`src/rtl/gravador_sequencia_pkg.sv`:
```
// Shared definitions for the sequence recorder: state encoding and timeout defaults.
`timescale 1ns/1ps
package gravador_sequencia_pkg;

  typedef enum logic [2:0] {
    OCIOSO   = 3'd0,
    ESPERA   = 3'd1,
    ESCREVE  = 3'd2,
    SOLTA    = 3'd3,
    FIM      = 3'd4,
    EXPIRADO = 3'd5
  } estado_t;

  localparam int CLOCK_FREQ_PADRAO = 5000;
  localparam int TIMEOUT_S_PADRAO  = 3;
  localparam int TIMEOUT_CICLOS    = TIMEOUT_S_PADRAO * CLOCK_FREQ_PADRAO;

  // Timer width for a given cycle count; never narrower than one bit.
  function automatic int larguraTimer(input int ciclos);
    return (ciclos <= 2) ? 1 : $clog2(ciclos);
  endfunction

endpackage

```
`src/rtl/sync_ram_16x4.sv`:
```
// Simple dual-port RAM: one write port and one registered read port (read-before-write).
`timescale 1ns/1ps
module sync_ram_16x4 #(
  parameter int ADDR_W = 4,
  parameter int DATA_W = 4
) (
  input  logic              clock,
  input  logic              reset_n,
  input  logic              we,
  input  logic [ADDR_W-1:0] addr,
  input  logic [DATA_W-1:0] din,
  input  logic [ADDR_W-1:0] rdAddr,
  output logic [DATA_W-1:0] rdData
);

  logic [DATA_W-1:0] mem [2**ADDR_W];

  // Array has no reset so it keeps its contents across reset_n.
  always_ff @(posedge clock) begin
    if (we) mem[addr] <= din;
  end

  always_ff @(posedge clock or negedge reset_n) begin
    if (!reset_n) rdData <= '0;
    else          rdData <= mem[rdAddr];
  end

endmodule

```
`src/rtl/gravador_sequencia.sv`:
```
// Records one-hot button presses into a small RAM; recording ends on finalizar, full memory or inactivity.
`timescale 1ns/1ps
module gravador_sequencia
  import gravador_sequencia_pkg::*;
#(
  parameter int CLOCK_FREQ = CLOCK_FREQ_PADRAO,
  parameter int TIMEOUT_S  = TIMEOUT_S_PADRAO,
  parameter int ADDR_W     = 4,
  parameter int DATA_W     = 4
) (
  input  logic              clock,
  input  logic              reset_n,
  input  logic              iniciar,
  input  logic              finalizar,
  input  logic [DATA_W-1:0] botoes,
  input  logic [ADDR_W-1:0] rd_addr,
  output logic [DATA_W-1:0] rd_data,
  output logic [ADDR_W-1:0] tamanho,
  output logic              pronto,
  output logic              gravando,
  output logic              timeout,
  output logic              erro_botao,
  output logic [DATA_W-1:0] leds,
  output logic [2:0]        db_estado
);

  localparam int CICLOS  = TIMEOUT_S * CLOCK_FREQ;
  localparam int TIMER_W = larguraTimer(CICLOS);
  localparam logic [TIMER_W-1:0] TIMER_FIM = TIMER_W'(CICLOS - 1);

  estado_t             estado, proximo;
  logic [ADDR_W:0]     contador;
  logic [TIMER_W-1:0]  timer;
  logic [DATA_W-1:0]   captura;
  logic                botaoAntes;
  logic                novoToque, umSo, temEntrada, fimTimer;
  logic                limpar, escrever, capturar, erroBotao;

  // iniciar/finalizar are single-cycle pulses; a press is the rising edge of any button.
  assign novoToque  = (|botoes) && !botaoAntes;
  assign umSo       = (botoes != '0) && ((botoes & (botoes - 1'b1)) == '0);
  assign temEntrada = (contador != '0);
  assign fimTimer   = (timer == TIMER_FIM);

  always_ff @(posedge clock or negedge reset_n) begin
    if (!reset_n) estado <= OCIOSO;
    else          estado <= proximo;
  end

  always_comb begin
    proximo   = estado;
    limpar    = 1'b0;
    escrever  = 1'b0;
    capturar  = 1'b0;
    erroBotao = 1'b0;
    case (estado)
      OCIOSO, FIM, EXPIRADO: begin
        if (iniciar) begin
          proximo = ESPERA;
          limpar  = 1'b1;
        end
      end
      ESPERA: begin
        if (novoToque && umSo) begin
          proximo  = ESCREVE;
          capturar = 1'b1;
        end else begin
          erroBotao = novoToque;
          if (finalizar && temEntrada) proximo = FIM;
          else if (fimTimer)           proximo = temEntrada ? FIM : EXPIRADO;
        end
      end
      ESCREVE: begin
        escrever = 1'b1;
        proximo  = SOLTA;
      end
      SOLTA: begin
        if (botoes == '0) proximo = contador[ADDR_W] ? FIM : ESPERA;
      end
      default: proximo = OCIOSO;
    endcase
  end

  // Timer runs only while staying in ESPERA, so any entry into ESPERA starts it at zero.
  always_ff @(posedge clock or negedge reset_n) begin
    if (!reset_n) begin
      contador   <= '0;
      tamanho    <= '0;
      timer      <= '0;
      captura    <= '0;
      botaoAntes <= 1'b0;
    end else begin
      botaoAntes <= |botoes;
      if (capturar) captura <= botoes;
      if (limpar) begin
        contador <= '0;
        tamanho  <= '0;
      end else if (escrever) begin
        tamanho  <= contador[ADDR_W-1:0];
        contador <= contador + 1'b1;
      end
      if (estado == ESPERA && proximo == ESPERA) timer <= timer + 1'b1;
      else                                       timer <= '0;
    end
  end

  sync_ram_16x4 #(
    .ADDR_W(ADDR_W),
    .DATA_W(DATA_W)
  ) u_ram (
    .clock  (clock),
    .reset_n(reset_n),
    .we     (escrever),
    .addr   (contador[ADDR_W-1:0]),
    .din    (captura),
    .rdAddr (rd_addr),
    .rdData (rd_data)
  );

  assign pronto     = (estado == FIM);
  assign timeout    = (estado == EXPIRADO);
  assign gravando   = (estado == ESPERA) || (estado == ESCREVE) || (estado == SOLTA);
  assign leds       = ((estado == ESCREVE) || (estado == SOLTA)) ? captura : '0;
  assign erro_botao = erroBotao;
  assign db_estado  = estado;

endmodule

```
`config.mk`:
```
export PLATFORM = sky130hd
export DESIGN_NAME = gravador_sequencia
export DESIGN_NICKNAME = d
export VERILOG_FILES = /design/src/rtl/gravador_sequencia_pkg.sv /design/src/rtl/sync_ram_16x4.sv /design/src/rtl/gravador_sequencia.sv
export SDC_FILE = /design/constraint.sdc
export NUM_CORES = 1
export LEC_CHECK = 0
export ABC_CLOCK_PERIOD_IN_PS = 2100
export BUFFER_PORTS_ARGS = -buffer_cell sky130_fd_sc_hd__buf_2
export CORE_MARGIN = 1.5
export CORE_UTILIZATION = 59
export DETAILED_ROUTE_END_ITERATION = 10
export PLACE_DENSITY = 0.78
export SETUP_SLACK_MARGIN = 0.1
export SYNTH_ARGS = -nofsm -noshare
export SYNTH_HDL_FRONTEND = slang
export SYNTH_SLANG_ARGS = --single-unit
```
`constraint.sdc`:
```
create_clock -name clock -period 2.1 [get_ports clock]
set_input_delay 0.105 -clock clock [delete_from_list [all_inputs] [get_ports clock]]
set_output_delay 0.105 -clock clock [all_outputs]
set_load 0.03 [all_outputs]
```
==> results.py, run 1 <==
metrics = {
    "logic_synthesis": {
        "synth-async-reset-ratio_pct": 35.35,
        "synthXorXnorAreaFrac_pct": 3.472,
        "synth_cell_types": 40,
        "synthCells": 287,
        "synthFlopType": "edfxtp_1",
        "avgSynthCellArea_um2": 14.94,
        "syn_area_um2": 4288,
        "synth_top_family_by_area": "simple AND/OR/NAND/NOR gates",
        "synth-simple-area-share_pct": 12.72,
        "yosysSeqAreaShare_pct": 65.25,
        "synthAdderAreaFrac_pct": 1.692,
        "yosys_warnings": 0,
        "synth_nets": 304,
        "synth-seq-cells": 99,
        "synth_mux_area_share_pct": 12.72,
        "synth_edf_count": 64,
        "synth_compound_area_share_pct": 1.838,
    },
    "placed_design": {
        "gp_congestion": 0.8159,
        "hpwl_um": 5401,
        "io_buffer_count": 30,
    },
    "setup_path": {
        "worstPathArrival_ps": 2130,
        "cp_top_family": "simple AND/OR/NAND/NOR gates",
        "start_kind": "flop",
        "rr_worst_depth": 4,
        "crit_buf_inv": 0,
        "r2r_start": "db_estado[0]",
        "max_stage_delay_ps": 440,
        "critical_path.endpoint_type": "flop",
        "cpMaxStageDelayCell": "or3b_1",
        "crit_required_ps": 2360,
        "timing.rr.end": "timer[11]",
        "cp_max_fo": 15,
        "crit_type": "flop to flop",
        "path_cells": "or3b_1 > a31oi_1 > nand2_1 > nor3_1",
        "reg2reg_slack_ps": 230,
    },
    "clock_network": {
        "numCtsBuffers": 9,
        "clock_latency_ps": 350,
        "clkSlewWorstSetupHoldPaths_ps": 90,
        "post_cts_buffers": 0,
        "clockBufferDepth": 2,
        "clock-sinks": 99,
        "root_buffer": "clkbuf_8",
        "htreeDepth": 3,
        "cts_tree": "built",
    },
    "sta": {
        "max_freq_ghz": 0.5339,
        "fin_tns_setup_ps": 0,
        "slew_violations": 0,
        "max-slew-margin-rel_pct": 45.92,
        "timing.final.crit_share_pct": 89.19,
        "rsz0062_at_grt": "false",
        "period_minus_slack_ps": 1873,
        "tightest_slew_ps": 811.2,
        "fin_skew_ps": 11.09,
        "whs_ps": 77.48,
        "setup_viol": 0,
        "hold_viol": 0,
    },
    "floorplan": {
        "core_area_um2": 6907,
        "rows": 30,
        "ios": 31,
        "start_util_pct": 62.08,
        "die-width_um": 88.25,
        "die_h_um": 88.25,
        "die_area_um2": 7788,
    },
    "worst_hold_path": {
        "whs_path_depth": 2,
        "min_from": "botoes[0]",
        "hold_class": "input port to flop",
        "hold_end": "captura[0]",
    },
    "power": {
        "p_per_area_nw_per_um2": 1005,
        "cellLeakagePower_nw": 1.844,
        "ir_drop_v": 0.0009130,
    },
    "global_routing": {
        "grt_pass1_vias": 2487,
        "antenna_found_initial": 0,
        "grt_use_total_pct": 23.06,
        "grt_max_degree": 36,
        "grt_overflow": 0,
        "grt_pass1_wl_um": 12830,
    },
    "outcome": {
        "outcome": "completed",
    },
    "routing": {
        "drc_errors": 0,
        "via_per_inst": 5.797,
        "via_count": 2481,
        "drtAntennaViolNets": 0,
        "drt-total-wl_um": 7744,
        "wl_per_cell_um": 18.09,
        "first_pass_iters": 4,
        "drt_iter0_drc": 151,
    },
    "layout": {
        "drive_above_1_share_pct": 26.20,
        "diodes": 0,
        "fin_nets": 344,
        "area_growth_pct": 13.10,
    },
    "job": {
        "max_cap_viol_count": 0,
    },
}
## repair_timing
action / CTS / global route
setup endpoints to repair: 5 / 15
resized for setup: 1 / 2
hold endpoints to repair: 35 / 0
hold buffers: 1 / 0
## layout by cell type, fill, tap and decap left out, drive strengths merged, types with 7 or more instances in the layout
master	n
nand4	8
nor2	28
nand2	13
xor2	14
edfxtp	64
nor3	19
and2	7
buf	43
mux4	20
dfrtp	35
clkbuf	10
inv	10
## power breakdown
part	internal, mW	switching, mW	total, mW
registers	2.34	0.217	2.55
clock network	0.684	0.652	1.34
logic	0.361	0.624	0.985
## routing by layer
layer / vias to the layer above / track usage [%] / wire (um)
met3: 10 / 4.571 / 447
met4: 0 / 9.091 / 125
met1: 1237 / 32.68 / 3346
met2: 78 / 35.95 / 3825
li1: 1156 / - / -
met5: - / 0 / 0
## registers in the layout, indices dropped and copies added, names as in the netlist
name,flops
captura,4
u_ram.mem,64
db_estado,3
botaoAntes,1
tamanho,4
u_ram.rdData,4
timer,14
contador,5
## cells by family after synthesis
family / count (synthesis)
XOR/XNOR: 17
AND/OR/NAND/NOR: 103
multiplexers: 29
AO/OA/AOI/OAI: 11
flip-flops: 99
adder cells (fa/ha/maj): 6
buffers and inverters: 22
## synth_stat cells (2+ instances only)
cell type	count	area share (%)
edfxtp_1	64	45
dfrtp_1	35	20
nor2_1	28	2.5
mux4_2	20	11
nor3_1	19	2.2
xor2_1	14	2.9
nand2_1	13	1.1
clkbuf_1	9	0.79
nand4_1	8	1.2
and2_1	7	1.0
inv_1	7	0.61
ha_1	5	1.5
mux2i_1	5	1.2
nand3_1	5	0.58
buf_2	4	0.47
mux2_2	4	1.1
and4_1	3	0.61
nand2b_1	3	0.44
nor2b_1	3	0.44
nor3b_1	3	0.53
xnor2_1	3	0.61
and3_1	2	0.29
and3b_1	2	0.41
nor4_1	2	0.29
nor4bb_1	2	0.47
o211ai_1	2	0.35
o21ai_0	2	0.23
## final cells by class
cell class	instances	area (um^2)
Timing Repair Buffer	44	270.3
Sequential cell	99	2798
Multi-Input combinational cell	166	1414
Inverter	7	26.28
Clock buffer	10	127.6
Fill cell	487	2057
Tap cell	96	120.1
Clock inverter	6	93.84
## through the flow
step	power [mW]	util, %	std cells	instance area (um^2)	setup WS, ps
2_1_floorplan	3.198	-	287	4299	4.460
3_3_place_gp	3.543	66.70	411	4607	198.1
3_5_place_dp	3.578	66.70	411	4607	56.72
4_1_cts	4.909	70.09	428	4841	141.9
5_1_grt	5.120	70.22	428	4850	117.1
6_report	4.874	70.22	428	4850	226.9
## how the worst max path moves through the flow
| stage | from | endpoint | cells after the start |
|---|---|---|---|
| 4_1_cts | contador[0] | u_ram.mem[15][1] | 3 |
| 5_1_grt | db_estado[0] | timer[1] | 4 |
| 2_1_floorplan | db_estado[1] | u_ram.mem[1][0] | 5 |
| 3_5_place_dp | contador[0] | timer[11] | 7 |
| 3_3_place_gp | contador[0] | timer[6] | 7 |
| 6_report | db_estado[0] | timer[11] | 4 |
## worst reg2reg max path, stage by stage, from the launching register on
cell     delay [ps]
dfrtp_1         430
or3b_1          440
a31oi_1         220
nand2_1         360
nor3_1          330
Power figures use the tool's default switching activity.
==> inputs of run 2 (changes only) <==
--- a/config.mk
+++ b/config.mk
@@ -5,12 +5,12 @@
 export SDC_FILE = /design/constraint.sdc
 export NUM_CORES = 1
 export LEC_CHECK = 0
-export ABC_CLOCK_PERIOD_IN_PS = 2100
+export ABC_CLOCK_PERIOD_IN_PS = 1700
 export BUFFER_PORTS_ARGS = -buffer_cell sky130_fd_sc_hd__buf_2
 export CORE_MARGIN = 1.5
-export CORE_UTILIZATION = 59
+export CORE_UTILIZATION = 54
 export DETAILED_ROUTE_END_ITERATION = 10
-export PLACE_DENSITY = 0.78
+export PLACE_DENSITY = 0.75
 export SETUP_SLACK_MARGIN = 0.1
 export SYNTH_ARGS = -nofsm -noshare
 export SYNTH_HDL_FRONTEND = slang
==> constraint.sdc (replaced) <==
create_clock -name clock -period 1.7 [get_ports clock]
set_input_delay 0.085 -clock clock [delete_from_list [all_inputs] [get_ports clock]]
set_output_delay 0.085 -clock clock [all_outputs]
set_load 0.03 [all_outputs]
==> results.py, run 2 (synthesis results as in run 1) <==
metrics = {
    "setup_path": {
        "path_cells": "or3b_4 > nor4_4 > buf_4",
        "rr_worst_depth": 5,
        "crit_start": "db_estado[2]",
        "crit_type": "flop to output pin",
        "worstPathArrival_ps": 1600,
        "crit_buf_inv": 1,
        "cpMaxStageDelayCell": "dfrtp_2",
        "path_depth": 3,
        "reg2reg_slack_ps": 30,
        "cp_max_fo": 4,
        "timing.rr.end": "timer[12]",
        "cp_top_family": "simple AND/OR/NAND/NOR gates",
        "crit_required_ps": 1620,
        "cp-endpoint": "erro_botao",
        "r2r_start": "db_estado[2]",
        "critical_path.endpoint_type": "output pin",
        "max_stage_delay_ps": 440,
        "start_kind": "flop",
    },
    "global_routing": {
        "grt_use_total_pct": 20.71,
        "antenna_found_initial": 0,
        "grt_pass1_wl_um": 12970,
        "grt_pass1_vias": 2561,
        "grt_overflow": 0,
        "grt_max_degree": 20,
    },
    "placed_design": {
        "hpwl_um": 5501,
        "io_buffer_count": 30,
        "gp_congestion": 0.7993,
    },
    "clock_network": {
        "clock-sinks": 99,
        "numCtsBuffers": 9,
        "htreeDepth": 3,
        "cts_tree": "built",
        "clockBufferDepth": 2,
        "root_buffer": "clkbuf_8",
        "clkSlewWorstSetupHoldPaths_ps": 90,
        "clock_latency_ps": 360,
    },
    "sta": {
        "fin_tns_setup_ps": 0,
        "hold_viol": 0,
        "period_minus_slack_ps": 1690,
        "max_freq_ghz": 0.5919,
        "whs_ps": 24.21,
        "timing.final.crit_share_pct": 99.38,
        "setup_viol": 0,
        "max-slew-margin-rel_pct": 70.37,
        "fin_skew_ps": 10.23,
        "tightest_slew_ps": 444.5,
        "rsz0062_at_grt": "true",
        "slew_violations": 0,
    },
    "routing": {
        "first_pass_iters": 4,
        "drt_iter0_drc": 117,
        "drc_errors": 0,
        "drtAntennaViolNets": 0,
        "wl_per_cell_um": 18.22,
        "drt-total-wl_um": 8363,
        "via_count": 2600,
        "via_per_inst": 5.664,
    },
    "power": {
        "ir_drop_v": 0.001092,
        "cellLeakagePower_nw": 2.003,
        "p_per_area_nw_per_um2": 1252,
    },
    "layout": {
        "final_common_cell": "edfxtp_1",
        "reg.largest.list": "u_ram.mem x64, timer x14, contador x5",
        "layout_common_cells": "edfxtp_1 (64), buf_4 (32), dfrtp_1 (29), buf_2 (26), mux4_2 (20)",
        "diodes": 0,
        "largest-register": "u_ram.mem",
        "largest_register_ffs": 64,
        "fillers": 526,
        "fin_nets": 369,
        "area_growth_pct": 24.28,
        "post-route-util_pct": 69.32,
        "drive_above_1_share_pct": 40.06,
    },
    "worst_hold_path": {
        "hold_class": "input port to flop",
    },
    "floorplan": {
        "start_util_pct": 55.78,
        "core_area_um2": 7687,
        "die_area_um2": 8484,
        "die_h_um": 92.11,
        "die-width_um": 92.11,
        "ios": 31,
        "rows": 32,
    },
    "outcome": {
        "outcome": "completed",
    },
    "job": {
        "max_cap_viol_count": 0,
    },
}
[run 2: cell count changes in the layout (fill, tap and decap cells not counted), sizes merged]
cell      delta
clkinv       +1
clkinvlp     -1
buf         +23
clkbuf       +2
[run 2: power breakdown]
group	total [mW]	switching (mW)	internal [mW]
Combinational	1.85	1.03	0.829
Sequential	3.12	0.228	2.89
Clock	1.69	0.808	0.887
Total	6.67	2.06	4.61
[run 2: worst min path at each step]
stage | from | end | slack (ps) | cells after the start
6_report | botoes[3] | botaoAntes | 20 | 3
5_1_grt | botoes[3] | botaoAntes | 20 | 3
4_1_cts | botoes[3] | botaoAntes | 4 | 3
3_3_place_gp | reset_n | u_ram.rdData[2] | 50 | 1
3_5_place_dp | reset_n | u_ram.rdData[3] | 50 | 1
2_1_floorplan | reset_n | botaoAntes | -210 | 0
[run 2: final cells by class]
class / instances / area [um^2] / area share, %
Sequential cell: 99 / 2805 / 52.64
Multi-Input combinational cell: 166 / 1622 / 30.43
Inverter: 7 / 26.28 / 0.4931
Timing Repair Buffer: 69 / 515.5 / 9.674
Clock buffer: 10 / 137.6 / 2.583
Clock inverter: 6 / 95.09 / 1.784
Tap cell: 102 / 127.6 / 2.395
[run 2: tightest hold or removal path, cell delays in order]
cell and delay, ps:
buf_2 150, nor4_1 70, inv_1 50
[run 2: metrics by stage]
step / area, um^2 / worst slack [ps] / std cells / power (mW)
floorplan: 4415 / 40.45 / 287 / 4.087
global placement: 4830 / 104.8 / 432 / 4.614
detailed placement: 4830 / 8.365 / 432 / 4.658
CTS: 5106 / -29.35 / 451 / 6.391
global route: 5329 / -57.78 / 459 / 6.952
finish: 5329 / 10.46 / 459 / 6.670
[run 2: metal layers]
layer / vias to the layer above / global-route usage, % / wire length [um]
li1: 1211 / - / -
met1: 1312 / 28.06 / 3740
met2: 65 / 33.15 / 4205
met3: 12 / 3.151 / 264
met4: 0 / 9.744 / 153
met5: - / 0 / 0
[run 2: what timing repair did]
item,in CTS,in global routing
pin swaps,0,10
setup buffers,2,8
hold endpoints to repair,17,0
gates cloned,0,0
hold buffers,1,0
setup endpoints to repair,33,68
gates resized for setup,6,31
==> inputs of run 3 (changes only) <==
--- a/config.mk
+++ b/config.mk
@@ -7,10 +7,10 @@
 export LEC_CHECK = 0
 export ABC_CLOCK_PERIOD_IN_PS = 1700
 export BUFFER_PORTS_ARGS = -buffer_cell sky130_fd_sc_hd__buf_2
+export CORE_ASPECT_RATIO = 2
 export CORE_MARGIN = 1.5
-export CORE_UTILIZATION = 54
+export CORE_UTILIZATION = 25
 export DETAILED_ROUTE_END_ITERATION = 10
-export PLACE_DENSITY = 0.75
 export SETUP_SLACK_MARGIN = 0.1
 export SYNTH_ARGS = -nofsm -noshare
 export SYNTH_HDL_FRONTEND = slang
==> results.py, run 3 (synthesis results as in run 1) <==
metrics = {
    "setup_path": {
        "start_kind": "flop",
        "worstPathArrival_ps": 1560,
        "critical_path.endpoint_type": "output pin",
        "crit_type": "flop to output pin",
        "cp_max_fo": 3,
        "r2r_start": "db_estado[2]",
        "reg2reg_slack_ps": 100,
        "rr_worst_depth": 3,
        "timing.rr.end": "captura[0]",
        "crit_required_ps": 1620,
    },
    "layout": {
        "fin_area_um2": 5565,
        "drive_above_1_share_pct": 42.21,
        "final_common_cell": "edfxtp_1",
        "fillers": 1627,
        "largest_register_ffs": 64,
        "layout_common_cells": "edfxtp_1 (64), dfrtp_1 (29), buf_2 (28), buf_4 (28), mux4_2 (20)",
        "fin_nets": 365,
        "diodes": 0,
        "largest-register": "u_ram.mem",
        "reg.largest.list": "u_ram.mem x64, timer x14, contador x5",
        "multi_input_area_um2": 1688,
        "area_growth_pct": 29.79,
        "regArea_um2": 2805,
    },
    "sta": {
        "fin_skew_ps": 4.860,
        "period_minus_slack_ps": 1649,
        "max-slew-margin-rel_pct": 58.71,
        "max_freq_ghz": 0.6066,
        "hold_viol": 0,
        "fin_tns_setup_ps": 0,
        "setup_viol": 0,
        "slew_violations": 0,
        "rsz0062_at_grt": "true",
        "tightest_slew_ps": 619.4,
        "timing.final.crit_share_pct": 96.98,
    },
    "floorplan": {
        "die-width_um": 95.61,
        "ios": 31,
        "die_area_um2": 17990,
        "die_h_um": 188.2,
        "start_util_pct": 25.57,
        "core_area_um2": 16770,
        "rows": 67,
    },
    "routing": {
        "drc_errors": 0,
        "drt_iter0_drc": 208,
        "wl_per_cell_um": 17.21,
        "drtAntennaViolNets": 0,
        "via_count": 2596,
        "drt-total-wl_um": 9640,
        "first_pass_iters": 5,
        "via_per_inst": 4.636,
    },
    "clock_network": {
        "clock-sinks": 99,
        "htreeDepth": 3,
        "clkSlewWorstSetupHoldPaths_ps": 60,
        "clock_latency_ps": 330,
        "numCtsBuffers": 9,
        "cts_tree": "built",
        "root_buffer": "clkbuf_16",
        "clockBufferDepth": 2,
    },
    "job": {
        "max_cap_viol_count": 0,
    },
    "global_routing": {
        "grt_pass1_wl_um": 14990,
        "grt_use_total_pct": 11.26,
        "grt_overflow": 0,
        "grt_max_degree": 27,
        "grt_pass1_vias": 2776,
        "antenna_found_initial": 0,
    },
    "worst_hold_path": {
        "hold_end": "captura[2]",
        "whs_path_depth": 2,
        "hold_class": "input port to flop",
        "min_from": "botoes[2]",
    },
    "power": {
        "power.switching_mw": 2.156,
        "p_int_mw": 4.884,
        "power_frac_seq_pct": 44.6,
        "ir_drop_v": 0.0009112,
        "p_comb_share_pct": 26.7,
        "clkPwrFrac_pct": 28.6,
        "cellLeakagePower_nw": 2.043,
        "swShare_pct": 30.62,
        "p_per_area_nw_per_um2": 1265,
    },
    "outcome": {
        "outcome": "completed",
    },
    "placed_design": {
        "placed_cell_area_um2": 4974,
        "hpwl_um": 7107,
        "io_buffer_count": 30,
        "gp_congestion": 0.8142,
    },
}
-- run 3: cell types whose count changed in the layout (fill, tap and decap cells not counted), sizes merged --
cell      previous run  this run
buf                 66        63
bufinv               2         1
clkbuf              12        13
clkinvlp             0         2
inv                 10         7
-- run 3: stage by stage --
step                hold WS (ps)  total power, mW  setup WS [ps]  cells  utilization, %
global placement           123.1            4.673          69.89    537           29.66
finish                     69.42            7.040          51.34    560           33.19
global route               74.86            7.360          6.193    560           33.19
CTS                        59.50            6.818          16.39    557           31.90
floorplan                 -210.6            4.087          40.45    287               -
detailed placement         141.4            4.715          27.47    537           29.66
-- run 3: what timing repair did --
action,4_1_cts,5_1_grt
cloned,0,1
pin swaps,2,8
hold buffers,1,0
setup endpoints to repair,70,71
gates resized for setup,12,36
hold endpoints to repair,24,0
buffers inserted,3,3
-- run 3: final cells by class --
type	count	share of cell area (%)
tap	207	4.654
multi-input combinational	166	30.33
sequential	99	50.40
inverter	7	0.4721
clock inverter	4	0.8993
timing repair buffer	65	8.813
clock buffer	12	4.429
-- run 3: power groups by stage --
stage	clock network (mW)	logic [mW]	registers (mW)
after global placement	0	1.48	3.19
after CTS	2.05	1.62	3.15
after floorplan	0	0.894	3.19
after global routing	2.15	2.03	3.18
after detailed placement	0	1.51	3.20
final	2.02	1.88	3.14
-- run 3: per-layer routing --
layer	routed length, um	share of wire (%)	GRT usage, %
met3	220	2.3	2.058
met2	5895	61	22.10
met5	0	0	0
met4	194	2.0	4.355
met1	3329	35	10.95
-- run 3: critical path: stages (launching register included) --
cell	delay, ps
dfrtp_2	420
or3b_4	430
nor4_4	200
buf_6	180
-- run 3: worst max-delay path by stage --
stage                             from              end  depth (start not counted)
after global routing      db_estado[2]       erro_botao                          3
after detailed placement  db_estado[2]  u_ram.mem[2][2]                          4
after CTS                 db_estado[2]       erro_botao                          3
after global placement    db_estado[2]  u_ram.mem[5][0]                          4
final                     db_estado[2]       erro_botao                          3
after floorplan           db_estado[0]  u_ram.mem[0][0]                          5
